**src/rtl/uart_pkg.sv**
```systemverilog
// uart_pkg: register map, LSR bit positions, IIR codes and serial FSM states shared by the UART.
package uart_pkg;

    localparam logic [2:0] REG_RBR_THR = 3'd0;
    localparam logic [2:0] REG_IER     = 3'd1;
    localparam logic [2:0] REG_IIR_FCR = 3'd2;
    localparam logic [2:0] REG_LCR     = 3'd3;
    localparam logic [2:0] REG_MCR     = 3'd4;
    localparam logic [2:0] REG_LSR     = 3'd5;

    localparam int LSR_DR   = 0;
    localparam int LSR_OE   = 1;
    localparam int LSR_FE   = 3;
    localparam int LSR_THRE = 5;
    localparam int LSR_TEMT = 6;

    localparam logic [7:0] IIR_LINE = 8'h06;
    localparam logic [7:0] IIR_RXDA = 8'h04;
    localparam logic [7:0] IIR_THRE = 8'h02;
    localparam logic [7:0] IIR_NONE = 8'h01;

    typedef enum logic [1:0] {TX_IDLE, TX_START, TX_DATA, TX_STOP} tx_state_e;
    typedef enum logic [1:0] {RX_IDLE, RX_START, RX_DATA, RX_STOP} rx_state_e;

    function automatic logic [7:0] lane_byte(input logic [31:0] w, input logic [1:0] lane);
        return w[8*lane +: 8];
    endfunction

endpackage

```
**src/rtl/uart_sync_fifo.sv**
```systemverilog
// uart_sync_fifo: single-clock FIFO with flush; an empty FIFO forwards wdata so push+pop passes through.
module uart_sync_fifo #(
    parameter int WIDTH = 8,
    parameter int DEPTH = 16
) (
    input  logic             clk,
    input  logic             reset,
    input  logic             push_i,
    input  logic [WIDTH-1:0] wdata_i,
    input  logic             pop_i,
    input  logic             flush_i,
    output logic [WIDTH-1:0] rdata_o,
    output logic             full_o,
    output logic             empty_o
);
    localparam int AW = $clog2(DEPTH);
    localparam logic [AW:0] FULL_CNT = (AW+1)'(DEPTH);

    logic [WIDTH-1:0] mem_q [DEPTH];
    logic [AW-1:0]    wptr_q, rptr_q;
    logic [AW:0]      cnt_q;
    logic             push_ok, pop_ok;

    assign full_o  = (cnt_q == FULL_CNT);
    assign empty_o = (cnt_q == '0);
    assign push_ok = push_i & (~full_o | pop_i);
    assign pop_ok  = pop_i & (~empty_o | push_i);
    assign rdata_o = empty_o ? wdata_i : mem_q[rptr_q];

    always_ff @(posedge clk) begin
        if (push_ok) mem_q[wptr_q] <= wdata_i;
    end

    always_ff @(posedge clk) begin
        if (reset || flush_i) begin
            wptr_q <= '0;
            rptr_q <= '0;
            cnt_q  <= '0;
        end else begin
            if (push_ok) wptr_q <= wptr_q + 1'b1;
            if (pop_ok)  rptr_q <= rptr_q + 1'b1;
            case ({push_ok, pop_ok})
                2'b10:   cnt_q <= cnt_q + 1'b1;
                2'b01:   cnt_q <= cnt_q - 1'b1;
                default: cnt_q <= cnt_q;
            endcase
        end
    end

endmodule

```
**src/rtl/uart_fifo_controller.sv**
```systemverilog
// uart_fifo_controller: 16550-style 8N1 UART (16x oversampling) with divisor, FIFOs, LSR and level irq.
// Define UART_LOOPBACK_EN to add MCR at offset 4; MCR[4] loops TX into RX and holds uart_tx high.
module uart_fifo_controller
    import uart_pkg::*;
#(
    parameter int          RX_DEPTH    = 16,
    parameter int          TX_DEPTH    = 16,
    parameter logic [15:0] DEFAULT_DIV = 16'd15
) (
    input  logic        clk,
    input  logic        reset,
    input  logic        ren,
    input  logic        wen,
    input  logic [2:0]  address,
    input  logic [31:0] word_in,
    output logic [31:0] data_out,
    input  logic        uart_rx,
    output logic        uart_tx,
    output logic        irq
);
    logic [7:0]  wbyte, rd_byte, lsr, iir;
    logic [7:0]  lcr_q, dll_q, dlm_q;
    logic [2:0]  ier_q;
    logic [31:0] data_out_q;
    logic        dlab, wr_thr, wr_dll, wr_dlm, wr_ier, wr_fcr, wr_lcr, rd_rbr, rd_lsr;
    logic        oe_q, fe_q, oe_d, fe_d, irq_q, irq_d;

    logic [7:0]  tx_rdata, rx_rdata;
    logic        tx_full, tx_empty, rx_full, rx_empty, tx_load, rx_pop, rx_done, rx_in;

    logic [15:0] div, reload, baud_cnt_q;
    logic        tick;

    tx_state_e   tx_state_q;
    logic [7:0]  tx_shift_q;
    logic [3:0]  tx_tick_q;
    logic [2:0]  tx_bit_q;
    logic        tx_out_q;

    rx_state_e   rx_state_q;
    logic [7:0]  rx_shift_q;
    logic [3:0]  rx_tick_q;
    logic [2:0]  rx_bit_q;
    logic        rx_s1_q, rx_s2_q;

    assign wbyte  = lane_byte(word_in, address[1:0]);
    assign dlab   = lcr_q[7];
    assign wr_thr = wen & (address == REG_RBR_THR) & ~dlab;
    assign wr_dll = wen & (address == REG_RBR_THR) & dlab;
    assign wr_ier = wen & (address == REG_IER) & ~dlab;
    assign wr_dlm = wen & (address == REG_IER) & dlab;
    assign wr_fcr = wen & (address == REG_IIR_FCR);
    assign wr_lcr = wen & (address == REG_LCR);
    assign rd_rbr = ren & (address == REG_RBR_THR) & ~dlab;
    assign rd_lsr = ren & (address == REG_LSR);

`ifdef UART_LOOPBACK_EN
    logic [4:0] mcr_q;
    logic       wr_mcr;
    assign wr_mcr  = wen & (address == REG_MCR);
    assign rx_in   = mcr_q[4] ? tx_out_q : uart_rx;
    assign uart_tx = mcr_q[4] | tx_out_q;

    always_ff @(posedge clk) begin
        if (reset)       mcr_q <= '0;
        else if (wr_mcr) mcr_q <= wbyte[4:0];
    end
`else
    assign rx_in   = uart_rx;
    assign uart_tx = tx_out_q;
`endif

    assign data_out = data_out_q;
    assign irq      = irq_q;

    always_ff @(posedge clk) begin
        if (reset) begin
            ier_q <= '0;
            lcr_q <= '0;
            dll_q <= DEFAULT_DIV[7:0];
            dlm_q <= DEFAULT_DIV[15:8];
        end else begin
            if (wr_ier) ier_q <= wbyte[2:0];
            if (wr_lcr) lcr_q <= wbyte;
            if (wr_dll) dll_q <= wbyte;
            if (wr_dlm) dlm_q <= wbyte;
        end
    end

    // Up-counter so a divisor write only needs to clear it; >= covers a shrink below the count.
    assign div    = {dlm_q, dll_q};
    assign reload = (div == 16'd0) ? 16'd0 : div - 16'd1;
    assign tick   = (baud_cnt_q >= reload);

    always_ff @(posedge clk) begin
        if (reset || wr_dll || wr_dlm) baud_cnt_q <= '0;
        else if (tick)                 baud_cnt_q <= '0;
        else                           baud_cnt_q <= baud_cnt_q + 16'd1;
    end

    uart_sync_fifo #(.WIDTH(8), .DEPTH(TX_DEPTH)) u_tx_fifo (
        .clk     (clk),
        .reset   (reset),
        .push_i  (wr_thr & ~tx_full),
        .wdata_i (wbyte),
        .pop_i   (tx_load),
        .flush_i (wr_fcr & wbyte[2]),
        .rdata_o (tx_rdata),
        .full_o  (tx_full),
        .empty_o (tx_empty)
    );

    assign rx_pop = rd_rbr & ~rx_empty;

    uart_sync_fifo #(.WIDTH(8), .DEPTH(RX_DEPTH)) u_rx_fifo (
        .clk     (clk),
        .reset   (reset),
        .push_i  (rx_done),
        .wdata_i (rx_shift_q),
        .pop_i   (rx_pop),
        .flush_i (wr_fcr & wbyte[1]),
        .rdata_o (rx_rdata),
        .full_o  (rx_full),
        .empty_o (rx_empty)
    );

    // Load from IDLE, or straight from the end of STOP so back-to-back frames have no gap.
    assign tx_load = ~tx_empty & ((tx_state_q == TX_IDLE) |
                     ((tx_state_q == TX_STOP) & tick & (tx_tick_q == 4'd15)));

    always_ff @(posedge clk) begin
        if (reset) begin
            tx_state_q <= TX_IDLE;
            tx_shift_q <= '0;
            tx_tick_q  <= '0;
            tx_bit_q   <= '0;
            tx_out_q   <= 1'b1;
        end else begin
            case (tx_state_q)
                TX_IDLE: if (tx_load) begin
                    tx_shift_q <= tx_rdata;
                    tx_tick_q  <= '0;
                    tx_out_q   <= 1'b0;
                    tx_state_q <= TX_START;
                end
                TX_START: if (tick) begin
                    tx_tick_q <= tx_tick_q + 4'd1;
                    if (tx_tick_q == 4'd15) begin
                        tx_out_q   <= tx_shift_q[0];
                        tx_bit_q   <= '0;
                        tx_state_q <= TX_DATA;
                    end
                end
                TX_DATA: if (tick) begin
                    tx_tick_q <= tx_tick_q + 4'd1;
                    if (tx_tick_q == 4'd15) begin
                        if (tx_bit_q == 3'd7) begin
                            tx_out_q   <= 1'b1;
                            tx_state_q <= TX_STOP;
                        end else begin
                            tx_shift_q <= tx_shift_q >> 1;
                            tx_out_q   <= tx_shift_q[1];
                            tx_bit_q   <= tx_bit_q + 3'd1;
                        end
                    end
                end
                TX_STOP: if (tick) begin
                    tx_tick_q <= tx_tick_q + 4'd1;
                    if (tx_tick_q == 4'd15) begin
                        if (tx_load) begin
                            tx_shift_q <= tx_rdata;
                            tx_out_q   <= 1'b0;
                            tx_state_q <= TX_START;
                        end else begin
                            tx_state_q <= TX_IDLE;
                        end
                    end
                end
                default: tx_state_q <= TX_IDLE;
            endcase
        end
    end

    always_ff @(posedge clk) begin
        if (reset) begin
            rx_s1_q <= 1'b1;
            rx_s2_q <= 1'b1;
        end else begin
            rx_s1_q <= rx_in;
            rx_s2_q <= rx_s1_q;
        end
    end

    assign rx_done = (rx_state_q == RX_STOP) & tick & (rx_tick_q == 4'd15);

    always_ff @(posedge clk) begin
        if (reset) begin
            rx_state_q <= RX_IDLE;
            rx_shift_q <= '0;
            rx_tick_q  <= '0;
            rx_bit_q   <= '0;
        end else begin
            case (rx_state_q)
                RX_IDLE: if (!rx_s2_q) begin
                    rx_tick_q  <= '0;
                    rx_state_q <= RX_START;
                end
                // The 8th tick is mid-start; after that every 16th tick lands mid-bit.
                RX_START: if (tick) begin
                    rx_tick_q <= rx_tick_q + 4'd1;
                    if (rx_tick_q == 4'd7) begin
                        rx_tick_q  <= '0;
                        rx_bit_q   <= '0;
                        rx_state_q <= rx_s2_q ? RX_IDLE : RX_DATA;
                    end
                end
                RX_DATA: if (tick) begin
                    rx_tick_q <= rx_tick_q + 4'd1;
                    if (rx_tick_q == 4'd15) begin
                        rx_shift_q <= {rx_s2_q, rx_shift_q[7:1]};
                        rx_bit_q   <= rx_bit_q + 3'd1;
                        if (rx_bit_q == 3'd7) rx_state_q <= RX_STOP;
                    end
                end
                RX_STOP: if (tick) begin
                    rx_tick_q <= rx_tick_q + 4'd1;
                    if (rx_tick_q == 4'd15) rx_state_q <= RX_IDLE;
                end
                default: rx_state_q <= RX_IDLE;
            endcase
        end
    end

    // A fresh error outranks the clear-on-read of the same cycle.
    assign oe_d = (rx_done & rx_full & ~rx_pop) | (oe_q & ~rd_lsr);
    assign fe_d = (rx_done & ~rx_s2_q) | (fe_q & ~rd_lsr);

    always_comb begin
        lsr           = 8'h00;
        lsr[LSR_DR]   = ~rx_empty;
        lsr[LSR_OE]   = oe_q;
        lsr[LSR_FE]   = fe_q;
        lsr[LSR_THRE] = tx_empty;
        lsr[LSR_TEMT] = tx_empty & (tx_state_q == TX_IDLE);
    end

    always_comb begin
        if (ier_q[2] & (oe_q | fe_q)) iir = IIR_LINE;
        else if (ier_q[0] & ~rx_empty) iir = IIR_RXDA;
        else if (ier_q[1] & tx_empty)  iir = IIR_THRE;
        else                           iir = IIR_NONE;
    end

    assign irq_d = (ier_q[0] & ~rx_empty) | (ier_q[1] & tx_empty) | (ier_q[2] & (oe_q | fe_q));

    always_comb begin
        rd_byte = 8'h00;
        case (address)
            REG_RBR_THR: rd_byte = dlab ? dll_q : (rx_empty ? 8'h00 : rx_rdata);
            REG_IER:     rd_byte = dlab ? dlm_q : {5'b0, ier_q};
            REG_IIR_FCR: rd_byte = iir;
            REG_LCR:     rd_byte = lcr_q;
`ifdef UART_LOOPBACK_EN
            REG_MCR:     rd_byte = {3'b0, mcr_q};
`endif
            REG_LSR:     rd_byte = lsr;
            default:     rd_byte = 8'h00;
        endcase
    end

    always_ff @(posedge clk) begin
        if (reset) begin
            data_out_q <= '0;
            oe_q       <= 1'b0;
            fe_q       <= 1'b0;
            irq_q      <= 1'b0;
        end else begin
            if (ren) data_out_q <= {4{rd_byte}};
            oe_q  <= oe_d;
            fe_q  <= fe_d;
            irq_q <= irq_d;
        end
    end

endmodule

```
**config.mk**
```make
export PLATFORM = sky130hd
export DESIGN_NAME = uart_fifo_controller
export DESIGN_NICKNAME = d
export VERILOG_FILES = /design/src/rtl/uart_pkg.sv /design/src/rtl/uart_sync_fifo.sv /design/src/rtl/uart_fifo_controller.sv
export SDC_FILE = /design/constraint.sdc
export NUM_CORES = 1
export LEC_CHECK = 0
export BUFFER_PORTS_ARGS = -buffer_cell sky130_fd_sc_hd__buf_2
export CAP_MARGIN = 20
export CORE_ASPECT_RATIO = 1.5
export CORE_MARGIN = 8
export CORE_UTILIZATION = 56
export CTS_BUF_LIST = sky130_fd_sc_hd__clkbuf_16
export DETAILED_ROUTE_END_ITERATION = 8
export PLACE_DENSITY = 0.8
export SLEW_MARGIN = 20
export SYNTH_ARGS = -nofsm -noshare
export SYNTH_HDL_FRONTEND = slang
export SYNTH_SLANG_ARGS = --single-unit
export TNS_END_PERCENT = 1
```
**constraint.sdc**
```tcl
create_clock -name clk -period 4.5 [get_ports clk]
set_input_delay 0.45 -clock clk [delete_from_list [all_inputs] [get_ports clk]]
set_output_delay 0.45 -clock clk [all_outputs]
set_load 0.005 [all_outputs]
```
==> results of run 1 <==
-- state kept, by name (all words and copies together) (netlist names), 4 cells and up, named ones only --
name,cells
u_rx_fifo.mem_q,128
u_tx_fifo.mem_q,128
baud_cnt_q,16
data_out,8
dll_q,8
dlm_q,8
lcr_q,8
rx_shift_q,8
tx_shift_q,8
u_rx_fifo.cnt_q,5
u_tx_fifo.cnt_q,5
rx_tick_q,4
tx_tick_q,4
u_rx_fifo.rptr_q,4
u_rx_fifo.wptr_q,4
u_tx_fifo.rptr_q,4
u_tx_fifo.wptr_q,4
-- layout make-up --
cell class,count,area (µm²),share of cell area
tap,400,500,0.0259
timing repair buffer,144,1100,0.0569
multi-input combinational,734,6310,0.326
antenna,1,2.50,0.000129
sequential,381,10200,0.527
clock inverter,26,216,0.0112
clock buffer,36,901,0.0465
inverter,36,135,0.00698
-- worst reg2reg max path, cell delays in order, from the launching register on --
cell and delay (ps):
dfxtp_1 310, or4_4 540, or3_4 370, nor4_2 170, xor2_1 170, nand2_1 110
ha_1 380, nand4_4 140, nor4_4 330, a32oi_4 190, a2111oi_4 320, buf_4 200
nand2_2 80, ha_4 190, inv_2 60, fa_2 190, inv_1 40, a21o_1 180
a21oi_2 140, xnor2_1 80, or3_1 330, a21oi_2 140
-- where the power goes --
part	internal, mW	switching [mW]	total [mW]
sequential	3.80	0.126	3.93
clock	1.60	1.31	2.91
combinational	0.634	0.815	1.45
total	6.03	2.25	8.29
-- placed cells by master (no fill, tap or decap), types with 6 or more instances in the layout --
| master | count |
|---|---|
| mux2i_1 | 24 |
| nor2b_1 | 6 |
| a21oi_1 | 60 |
| nand2_1 | 113 |
| o41ai_1 | 8 |
| inv_1 | 42 |
| buf_4 | 54 |
| nor4_1 | 9 |
| and3_1 | 9 |
| o21ai_0 | 26 |
| nor2_1 | 92 |
| nand4_1 | 8 |
| xnor2_1 | 13 |
| nand2b_1 | 13 |
| dfxtp_1 | 122 |
| ha_1 | 46 |
| mux4_2 | 88 |
| and2_1 | 21 |
| buf_12 | 16 |
| nor3_2 | 6 |
| o311ai_0 | 7 |
| nor3_1 | 9 |
| or3_1 | 8 |
| a22o_1 | 8 |
| nand3_1 | 35 |
| edfxtp_1 | 256 |
| nand3b_1 | 8 |
| buf_2 | 73 |
| xor2_1 | 30 |
| clkbuf_16 | 36 |
-- what timing repair did --
item                       in CTS  in global routing
setup endpoints to repair       3                107
gates resized for setup         1                 14
pin swaps                       2                  4
buffers inserted                0                  1
-- per-layer routing --
layer  wire length, µm  share of wire
met2             22200           0.56
met1             13400           0.34
met5                13        0.00033
met4              2190          0.055
met3              1790          0.045
-- worst paths after layout --
path	startpoint	end	cells past startpoint	slack, ps
hold reg to reg	rx_s1_q	rx_s2_q	1	410
hold / removal	uart_rx	rx_s1_q	2	110
setup reg to reg	dll_q[3]	u_rx_fifo.cnt_q[4]	21	-220
setup / recovery	dll_q[3]	u_rx_fifo.cnt_q[4]	21	-220
-- logic make-up after synthesis --
group                    count (synthesis)
adder cells (fa/ha/maj)                 51
buffers and inverters                  120
XOR/XNOR                                43
AND/OR/NAND/NOR                        363
multiplexers                           114
AO/OA/AOI/OAI                          163
flip-flops                             381
-- metrics by stage --
step | setup slack [ps] | total power, mW
after detailed placement | -114 | 5.44
after floorplan | -21.1 | 5.01
after global placement | -8.25 | 5.39
final | -224 | 8.29
after global routing | -471 | 8.59
after CTS | -205 | 8.31
==> impl_metrics.json, run 1 <==
{
  "setup_viol": 5,
  "timing.fmax_mhz": 212,
  "crit_path_end_kind": "flop",
  "violations": "negative setup slack",
  "top_usage_layer": "met2",
  "die-area_mm2": 0.0361,
  "cts_buffers": 36,
  "cp_slowest_cell": "or4_4",
  "synthTopCellsByArea": "edfxtp_1 46%, dfxtp_1 15%, mux4_2 12%, ha_1 3.6%, nand2_1 2.5%",
  "synthMuxAreaShare": 0.133,
  "hold_path_class": "in -> reg",
  "grt_max_degree": 35,
  "vias": 10700,
  "synth_top_cell_area_share": 0.455,
  "use_met2": 0.418,
  "areaGrowthSynthToFinish_pct": 14.7,
  "ctsHoldBuffers": 0,
  "clk_path_buf_depth": 3,
  "power.density_mw_per_mm2": 428,
  "yosysSeqAreaShare": 0.604,
  "synth_common_cells": "256 x edfxtp_1, 125 x dfxtp_1, 113 x nand2_1",
  "status": "finished, violations left",
  "worstPathCellList": "or4_4 -> or3_4 -> nor4_2 -> xor2_1 -> nand2_1 -> ha_1 -> nand4_4 -> nor4_4 -> a32oi_4 -> a2111oi_4 -> buf_4 -> nand2_2 -> ha_4 -> inv_2 -> fa_2 -> inv_1 -> a21o_1 -> a21oi_2 -> xnor2_1 -> or3_1 -> a21oi_2",
  "clockRootBuffer": "clkbuf_16",
  "firstDrtPassIters": 6,
  "rsz0062_at_grt": "true",
  "synth.most_common_cell": "edfxtp_1",
  "grt_use_met3": 0.0346,
  "cts_tree": "yes",
  "leakagePower_nw": 6.89,
  "rows": 78,
  "setup_tns_ps": -711,
  "routed_wl_mm": 39.6,
  "clk_pin_slew_ps": 70,
  "worst_clock_skew_ps": 20.0,
  "synth-edff-count": 256,
  "synth-adder-area-share": 0.0387,
  "ctsHtreeMaxLevel": 2,
  "synth_area_mm2": 0.0169,
  "antenna_left": 0,
  "avgRoutedWirePerCell_um": 22.5,
  "layout-drive-gt1-share": 0.239,
  "hpwlAfterDp_mm": 27.0,
  "slew_headroom": 0.425,
  "synth_cell_type_count": 71,
  "fp.coreArea_mm2": 0.0300,
  "grt_use_total": 0.222,
  "gr-total-overflow": 0,
  "avgViaCountPerCell": 6.06,
  "placement.io_buffers": 73,
  "place_area_mm2": 0.0182,
  "path_common_cell": "a21oi_2",
  "synth-simple-area-share": 0.104,
  "fin_hold_ws_ps": 106,
  "die-height_um": 229,
  "required_ps": 4960,
  "min_period_over_period": 1.05,
  "gp_congestion": 0.868,
  "critical_path_arrival_ps": 5190,
  "start_kind": "flop",
  "report.final.slew_viol_count": 0,
  "cp_max_fo": 4,
  "setup_slack_ps": -224,
  "use_met1": 0.225,
  "synth_nets": 1326,
  "tightest_slew_ps": 860,
  "ir_worst_vdd_mv": 0.384,
  "syn_inst": 1235,
  "insertion_delay_ps": 550,
  "placedCellCount": 1694,
  "synthXorXnorAreaFrac": 0.0223,
  "min_period_ps": 4720,
  "fin_util": 0.646,
  "synth_seq_cells": 381,
  "route.detailed.drc": 0,
  "finalInstanceArea_mm2": 0.0194,
  "fp.dieW_um": 158,
  "initial_utilization": 0.563,
  "avgSynthCellArea_um2": 13.7,
  "slowest_delay_ps": 540,
  "synth_top_family_by_area": "multiplexers",
  "crit_family": "simple AND/OR/NAND/NOR gates",
  "async_flop_share": 0,
  "crit_type": "reg -> reg",
  "synth_ff_type": "edfxtp_1",
  "drtIter0Drc": 807,
  "clock_sinks": 381,
  "final_nets": 1424,
  "hold_viol": 0,
  "fillers": 2105,
  "grt_pass1_wl_mm": 60.7,
  "grt_pass1_vias": 11000,
  "ys_warn_count": 0,
  "path_buf_inv": 3,
  "num_io_pins": 74,
  "antenna_found_initial": 1,
  "cap_violations": 0,
  "yosys.area.top_type": "edfxtp_1",
  "fin_cells": 1758,
  "synth-compound-area-share": 0.0645
}
No activity file was read; power rests on OpenSTA's default activity.
==> run 2: changes to the inputs <==
--- a/config.mk
+++ b/config.mk
@@ -8,9 +8,9 @@
 export BUFFER_PORTS_ARGS = -buffer_cell sky130_fd_sc_hd__buf_2
 export CAP_MARGIN = 20
 export CORE_ASPECT_RATIO = 1.5
-export CORE_MARGIN = 8
 export CORE_UTILIZATION = 56
 export CTS_BUF_LIST = sky130_fd_sc_hd__clkbuf_16
+export CTS_CLUSTER_SIZE = 28
 export DETAILED_ROUTE_END_ITERATION = 8
 export PLACE_DENSITY = 0.8
 export SLEW_MARGIN = 20
==> constraint.sdc (replaced) <==
create_clock -name clk -period 4 [get_ports clk]
set_input_delay 0.4 -clock clk [delete_from_list [all_inputs] [get_ports clk]]
set_output_delay 0.4 -clock clk [all_outputs]
set_load 0.005 [all_outputs]
==> run 2 against run 1 <==
  * The flow still finishes with violations (negative setup slack)
  * Worst hold slack worse by 22 ps
  * Count of clock-buffer cells in the layout up 3
  * Highest routed layer is now met4
  * Flip-flop and latch count unchanged
  * Core utilization up 2.8 points
==> impl_metrics.json, run 2 (synthesized netlist as in run 1, its figures left out) <==
{
  "status": "finished, violations left",
  "violations": "negative setup slack",
  "grt_use_total": 0.274,
  "ff_latch_area_mm2": 0.0102,
  "clk_path_buf_depth": 3,
  "power.density_mw_per_mm2": 498,
  "grt_max_degree": 63,
  "min_period_ps": 4670,
  "cp_slowest_cell": "or4_4",
  "top_regs": "u_rx_fifo.mem_q (128), u_tx_fifo.mem_q (128), baud_cnt_q (16)",
  "die-area_mm2": 0.0309,
  "start_kind": "flop",
  "num_io_pins": 74,
  "slew_headroom": 0.380,
  "final_nets": 1448,
  "rsz0062_at_grt": "true",
  "slowest_delay_ps": 550,
  "fin_util": 0.674,
  "pwr-share-comb": 0.181,
  "r2r-start": "dll_q[6]",
  "pre_cts_ws_ps": -748,
  "hold_viol": 0,
  "swShare": 0.265,
  "p_switching_mw": 2.63,
  "hpwlAfterDp_mm": 27.0,
  "clk_pin_slew_ps": 60,
  "routed_wl_mm": 40.5,
  "vias": 10900,
  "setup.worst_path.start": "dll_q[6]",
  "placement.io_buffers": 73,
  "hold_path_class": "in -> reg",
  "antenna_left": 0,
  "fillers": 1920,
  "rows": 77,
  "drtIter0Drc": 872,
  "layout-drive-gt1-share": 0.276,
  "route.detailed.drc": 0,
  "cp_max_fo": 4,
  "tightest_slew_ps": 930,
  "fp.coreArea_mm2": 0.0296,
  "die-height_um": 215,
  "power_frac_clock": 0.377,
  "power.internal_mw": 7.31,
  "worstPathCellList": "or4_4 -> or3_4 -> nor4_4 -> xor2_1 -> nand2_1 -> ha_4 -> nand4_4 -> nor4_4 -> a32oi_4 -> a2111oi_4 -> buf_4 -> nand2_4 -> ha_4 -> inv_4 -> fa_2 -> inv_1 -> a21o_1 -> a21oi_2 -> xnor2_2 -> or3_1 -> a21oi_2",
  "leakagePower_nw": 7.11,
  "seqPwrFrac": 0.442,
  "initial_utilization": 0.571,
  "crit_path_end_kind": "flop",
  "worst_clock_skew_ps": 25.3,
  "placedCellCount": 1712,
  "gr-total-overflow": 0,
  "worst_hold_path.num_cells": 2,
  "ctsHtreeMaxLevel": 2,
  "firstDrtPassIters": 5,
  "grt_pass1_wl_mm": 62.6,
  "gp_congestion": 0.867,
  "areaGrowthSynthToFinish_pct": 18.1,
  "critical_path_arrival_ps": 5130,
  "setup_slack_ps": -675,
  "avgViaCountPerCell": 6.12,
  "antenna_found_initial": 0,
  "crit_type": "reg -> reg",
  "cts_buffers": 37,
  "timing.fmax_mhz": 214,
  "fin_cells": 1782,
  "cts_tree": "yes",
  "multiInputGateArea_mm2": 0.00649,
  "report.final.slew_viol_count": 0,
  "setup_tns_ps": -31170,
  "cap_violations": 0,
  "clock_sinks": 381,
  "ir_worst_vdd_mv": 0.335,
  "avgRoutedWirePerCell_um": 22.8,
  "setup_viol": 141,
  "grt_pass1_vias": 11200,
  "min_from": "uart_rx",
  "final_common_cell": "edfxtp_1",
  "rr_worst_depth": 21,
  "clockRootBuffer": "clkbuf_16",
  "layout_common_cells": "256 x edfxtp_1, 120 x dfxtp_1, 113 x nand2_1",
  "fp.dieW_um": 144,
  "insertion_delay_ps": 540,
  "min_period_over_period": 1.17,
  "required_ps": 4460
}
run 2: timing repair:
item / 4_1_cts / 5_1_grt
resized for setup: 33 / 17
hold endpoints to repair: 0 / 0
setup buffers: 0 / 1
setup endpoints to repair: 154 / 164
hold buffers: 0 / 0
pin swaps: 16 / 7
run 2: layer usage:
metal / global-route usage / share of wire / vias up
li1: - / - / 4888
met1: 0.294 / 0.34 / 5436
met2: 0.506 / 0.55 / 441
met3: 0.0377 / 0.052 / 134
met4: 0.154 / 0.060 / 0
met5: 0 / 0 / -
run 2: path summary, 6_finish.rpt:
| check | to | slack, ps |
|---|---|---|
| setup / recovery | u_rx_fifo.cnt_q[4] | -670 |
| hold / removal | rx_s1_q | 80 |
| setup reg to reg | u_rx_fifo.cnt_q[4] | -670 |
| hold reg to reg | rx_s2_q | 420 |
run 2: stage by stage:
step / instance area (µm²) / power, mW / hold slack, ps
final: 19900 / 9.93 / 84.8
after detailed placement: 18400 / 6.18 / 414
after CTS: 19900 / 9.94 / 70.4
after floorplan: 17000 / 5.64 / 389
after global placement: 18400 / 6.12 / 393
after global routing: 19900 / 10.3 / 74.6
run 2: area by class of cell:
cell class | count | share of cell area
Inverter | 36 | 0.00690
Tap cell | 395 | 0.0248
Clock buffer | 39 | 0.0489
Clock inverter | 29 | 0.0171
Timing Repair Buffer | 167 | 0.0654
Multi-Input combinational cell | 734 | 0.325
Sequential cell | 381 | 0.511
Antenna cell | 1 | 0.000126
run 2: power groups by stage:
stage / logic, mW / clock network (mW) / registers [mW]
after floorplan: 1.23 / 0 / 4.41
after global placement: 1.64 / 0 / 4.48
after detailed placement: 1.70 / 0 / 4.48
after CTS: 1.77 / 3.77 / 4.40
after global routing: 1.93 / 3.92 / 4.41
final: 1.80 / 3.74 / 4.39
run 2: critical path, delay by kind of cell (launching register included):
family | cells | cell delay [ps]
XOR/XNOR | 2 | 270
flip-flops | 1 | 330
adder cells (fa/ha/maj) | 3 | 690
AND/OR/NAND/NOR | 8 | 2080
AO/OA/AOI/OAI | 5 | 930
buffers and inverters | 3 | 300
==> run 3: changes to the inputs <==
--- a/config.mk
+++ b/config.mk
@@ -7,12 +7,14 @@
 export LEC_CHECK = 0
 export BUFFER_PORTS_ARGS = -buffer_cell sky130_fd_sc_hd__buf_2
 export CAP_MARGIN = 20
+export CELL_PAD_IN_SITES_DETAIL_PLACEMENT = 1
+export CELL_PAD_IN_SITES_GLOBAL_PLACEMENT = 1
 export CORE_ASPECT_RATIO = 1.5
-export CORE_UTILIZATION = 56
+export CORE_UTILIZATION = 47
 export CTS_BUF_LIST = sky130_fd_sc_hd__clkbuf_16
 export CTS_CLUSTER_SIZE = 28
 export DETAILED_ROUTE_END_ITERATION = 8
-export PLACE_DENSITY = 0.8
+export PLACE_DENSITY = 0.81
 export SLEW_MARGIN = 20
 export SYNTH_ARGS = -nofsm -noshare
 export SYNTH_HDL_FRONTEND = slang
==> run 3 against run 2 <==
  * The flow still finishes with violations (negative setup slack)
  * Register-to-register slack worse by 40 ps
  * Worst setup slack got worse by 35 ps
  * Fmax shrank 0.75%
  * Sequential power barely moved
  * Worst hold slack lost 21 ps
  * Combinational power hardly changed
  * Flip-flop and latch count did not move
  * First-iteration DRC count fell by 38%
  * Core utilization fell by 11 points
  * Clock skew down 4.9 ps
  * Clock power down 5%
  * Final area shrank 0.28%
==> impl_metrics.json, run 3 (synthesized netlist as in run 1, its figures left out) <==
{
  "status": "finished, violations left",
  "clock_sinks": 381,
  "power.density_mw_per_mm2": 489,
  "layout_common_cells": "256 x edfxtp_1, 120 x dfxtp_1, 113 x nand2_1",
  "start_kind": "flop",
  "crit_path_end_kind": "flop",
  "clk_path_buf_depth": 3,
  "initial_utilization": 0.479,
  "die-area_mm2": 0.0367,
  "hpwlAfterDp_mm": 31.1,
  "antenna_left": 0,
  "setup_slack_ps": -710,
  "clockRootBuffer": "clkbuf_16",
  "grt_max_degree": 63,
  "tightest_slew_ps": 958,
  "place_area_mm2": 0.0185,
  "cap_violations": 0,
  "layout-drive-gt1-share": 0.266,
  "placement.io_buffers": 73,
  "avgRoutedWirePerCell_um": 23.7,
  "min_period_ps": 4710,
  "die-height_um": 234,
  "final_nets": 1449,
  "report.final.slew_viol_count": 0,
  "pwr-share-comb": 0.184,
  "final_common_cell": "edfxtp_1",
  "gr-total-overflow": 0,
  "vias": 10900,
  "fp.dieW_um": 157,
  "setup_viol": 159,
  "avgViaCountPerCell": 5.84,
  "diodes": 0,
  "ctsHtreeMaxLevel": 2,
  "cts_buffers": 37,
  "rows": 84,
  "timing.fmax_mhz": 212,
  "route.detailed.drc": 0,
  "fin_util": 0.565,
  "cts_tree": "yes",
  "rsz0062_at_grt": "true",
  "critical_path_arrival_ps": 5170,
  "violations": "negative setup slack",
  "routed_wl_mm": 44.2,
  "leakagePower_nw": 7.06,
  "fillers": 3413,
  "required_ps": 4460,
  "fp.coreArea_mm2": 0.0352,
  "grt_pass1_vias": 12000,
  "antenna_found_initial": 1,
  "crit_type": "reg -> reg",
  "areaGrowthSynthToFinish_pct": 17.8,
  "hold_viol": 0,
  "p_switching_mw": 2.65,
  "swShare": 0.272,
  "seqPwrFrac": 0.452,
  "slew_headroom": 0.361,
  "ff_latch_area_mm2": 0.0102,
  "firstDrtPassIters": 5,
  "multiInputGateArea_mm2": 0.00642,
  "ir_worst_vdd_mv": 0.605,
  "gp_congestion": 0.829,
  "ctsHoldBuffers": 0,
  "grt_pass1_wl_mm": 68.5,
  "grt_use_total": 0.253,
  "num_io_pins": 74,
  "drtIter0Drc": 544,
  "cp_max_fo": 4,
  "finalInstanceArea_mm2": 0.0199,
  "worst_clock_skew_ps": 20.4,
  "power_frac_clock": 0.364,
  "top_regs": "u_rx_fifo.mem_q (128), u_tx_fifo.mem_q (128), baud_cnt_q (16)",
  "power.internal_mw": 7.08,
  "insertion_delay_ps": 550,
  "min_period_over_period": 1.18,
  "clk_pin_slew_ps": 60,
  "hold_path_class": "in -> reg"
}
## run 3: stage by stage
step / setup slack, ps / hold WS, ps / TNS [ps] / power (mW) / std cells
after floorplan: -466 / 389 / -3470 / 5.64 / 1235
after global placement: -593 / 397 / -35030 / 6.14 / 1790
after detailed placement: -747 / 409 / -59180 / 6.22 / 1790
after CTS: -741 / 49.8 / -48710 / 9.80 / 1860
after global routing: -940 / 60.1 / -73180 / 10.1 / 1860
final: -710 / 64.0 / -45950 / 9.73 / 1860
## run 3: metal layers
layer	vias to the layer above	wire length, µm	track usage
met3	125	1640	0.0349
li1	4896	-	-
met2	295	25000	0.495
met4	2	2330	0.128
met1	5541	15200	0.256
met5	-	13	0
## run 3: path summary, 6_finish.rpt
path,cells past startpoint,from,endpoint,slack [ps]
worst max register to register,21,dll_q[6],u_rx_fifo.cnt_q[4],-710
worst min-delay path,2,uart_rx,rx_s1_q,60
worst min register to register,1,rx_s1_q,rx_s2_q,420
worst max-delay path,21,dll_q[6],u_rx_fifo.cnt_q[4],-710
## run 3: repair_timing
action,in CTS,in global routing
setup buffers,2,0
setup endpoints to repair,161,189
gates resized for setup,30,2
pin swaps,9,3
hold endpoints to repair,0,0
## run 3: final cells by class
class / instances / area share
Multi-Input combinational cell: 734 / 0.323
Inverter: 36 / 0.00692
Clock buffer: 37 / 0.0466
Timing Repair Buffer: 168 / 0.0664
Sequential cell: 381 / 0.513
Clock inverter: 31 / 0.0149
Tap cell: 473 / 0.0298
## run 3: worst max-delay path: stages (launching register included)
cell	delay [ps]
dfxtp_2	320
or4_4	550
or3_4	380
nor4_2	170
xor2_1	180
nand2_1	120
ha_4	300
nand4_4	130
nor4_4	320
a32oi_4	190
a2111oi_4	370
buf_4	200
nand2_4	70
ha_4	200
inv_4	60
fa_2	210
inv_1	50
a21o_1	160
a21oi_2	120
xnor2_1	100
or3_1	320
a21oi_1	130
## run 3: power by group through the flow
stage | registers [mW] | clock network, mW | logic [mW]
2_1_floorplan | 4.41 | 0 | 1.23
3_3_place_gp | 4.48 | 0 | 1.66
3_5_place_dp | 4.48 | 0 | 1.74
4_1_cts | 4.40 | 3.60 | 1.80
5_1_grt | 4.41 | 3.74 | 1.94
6_report | 4.39 | 3.54 | 1.79
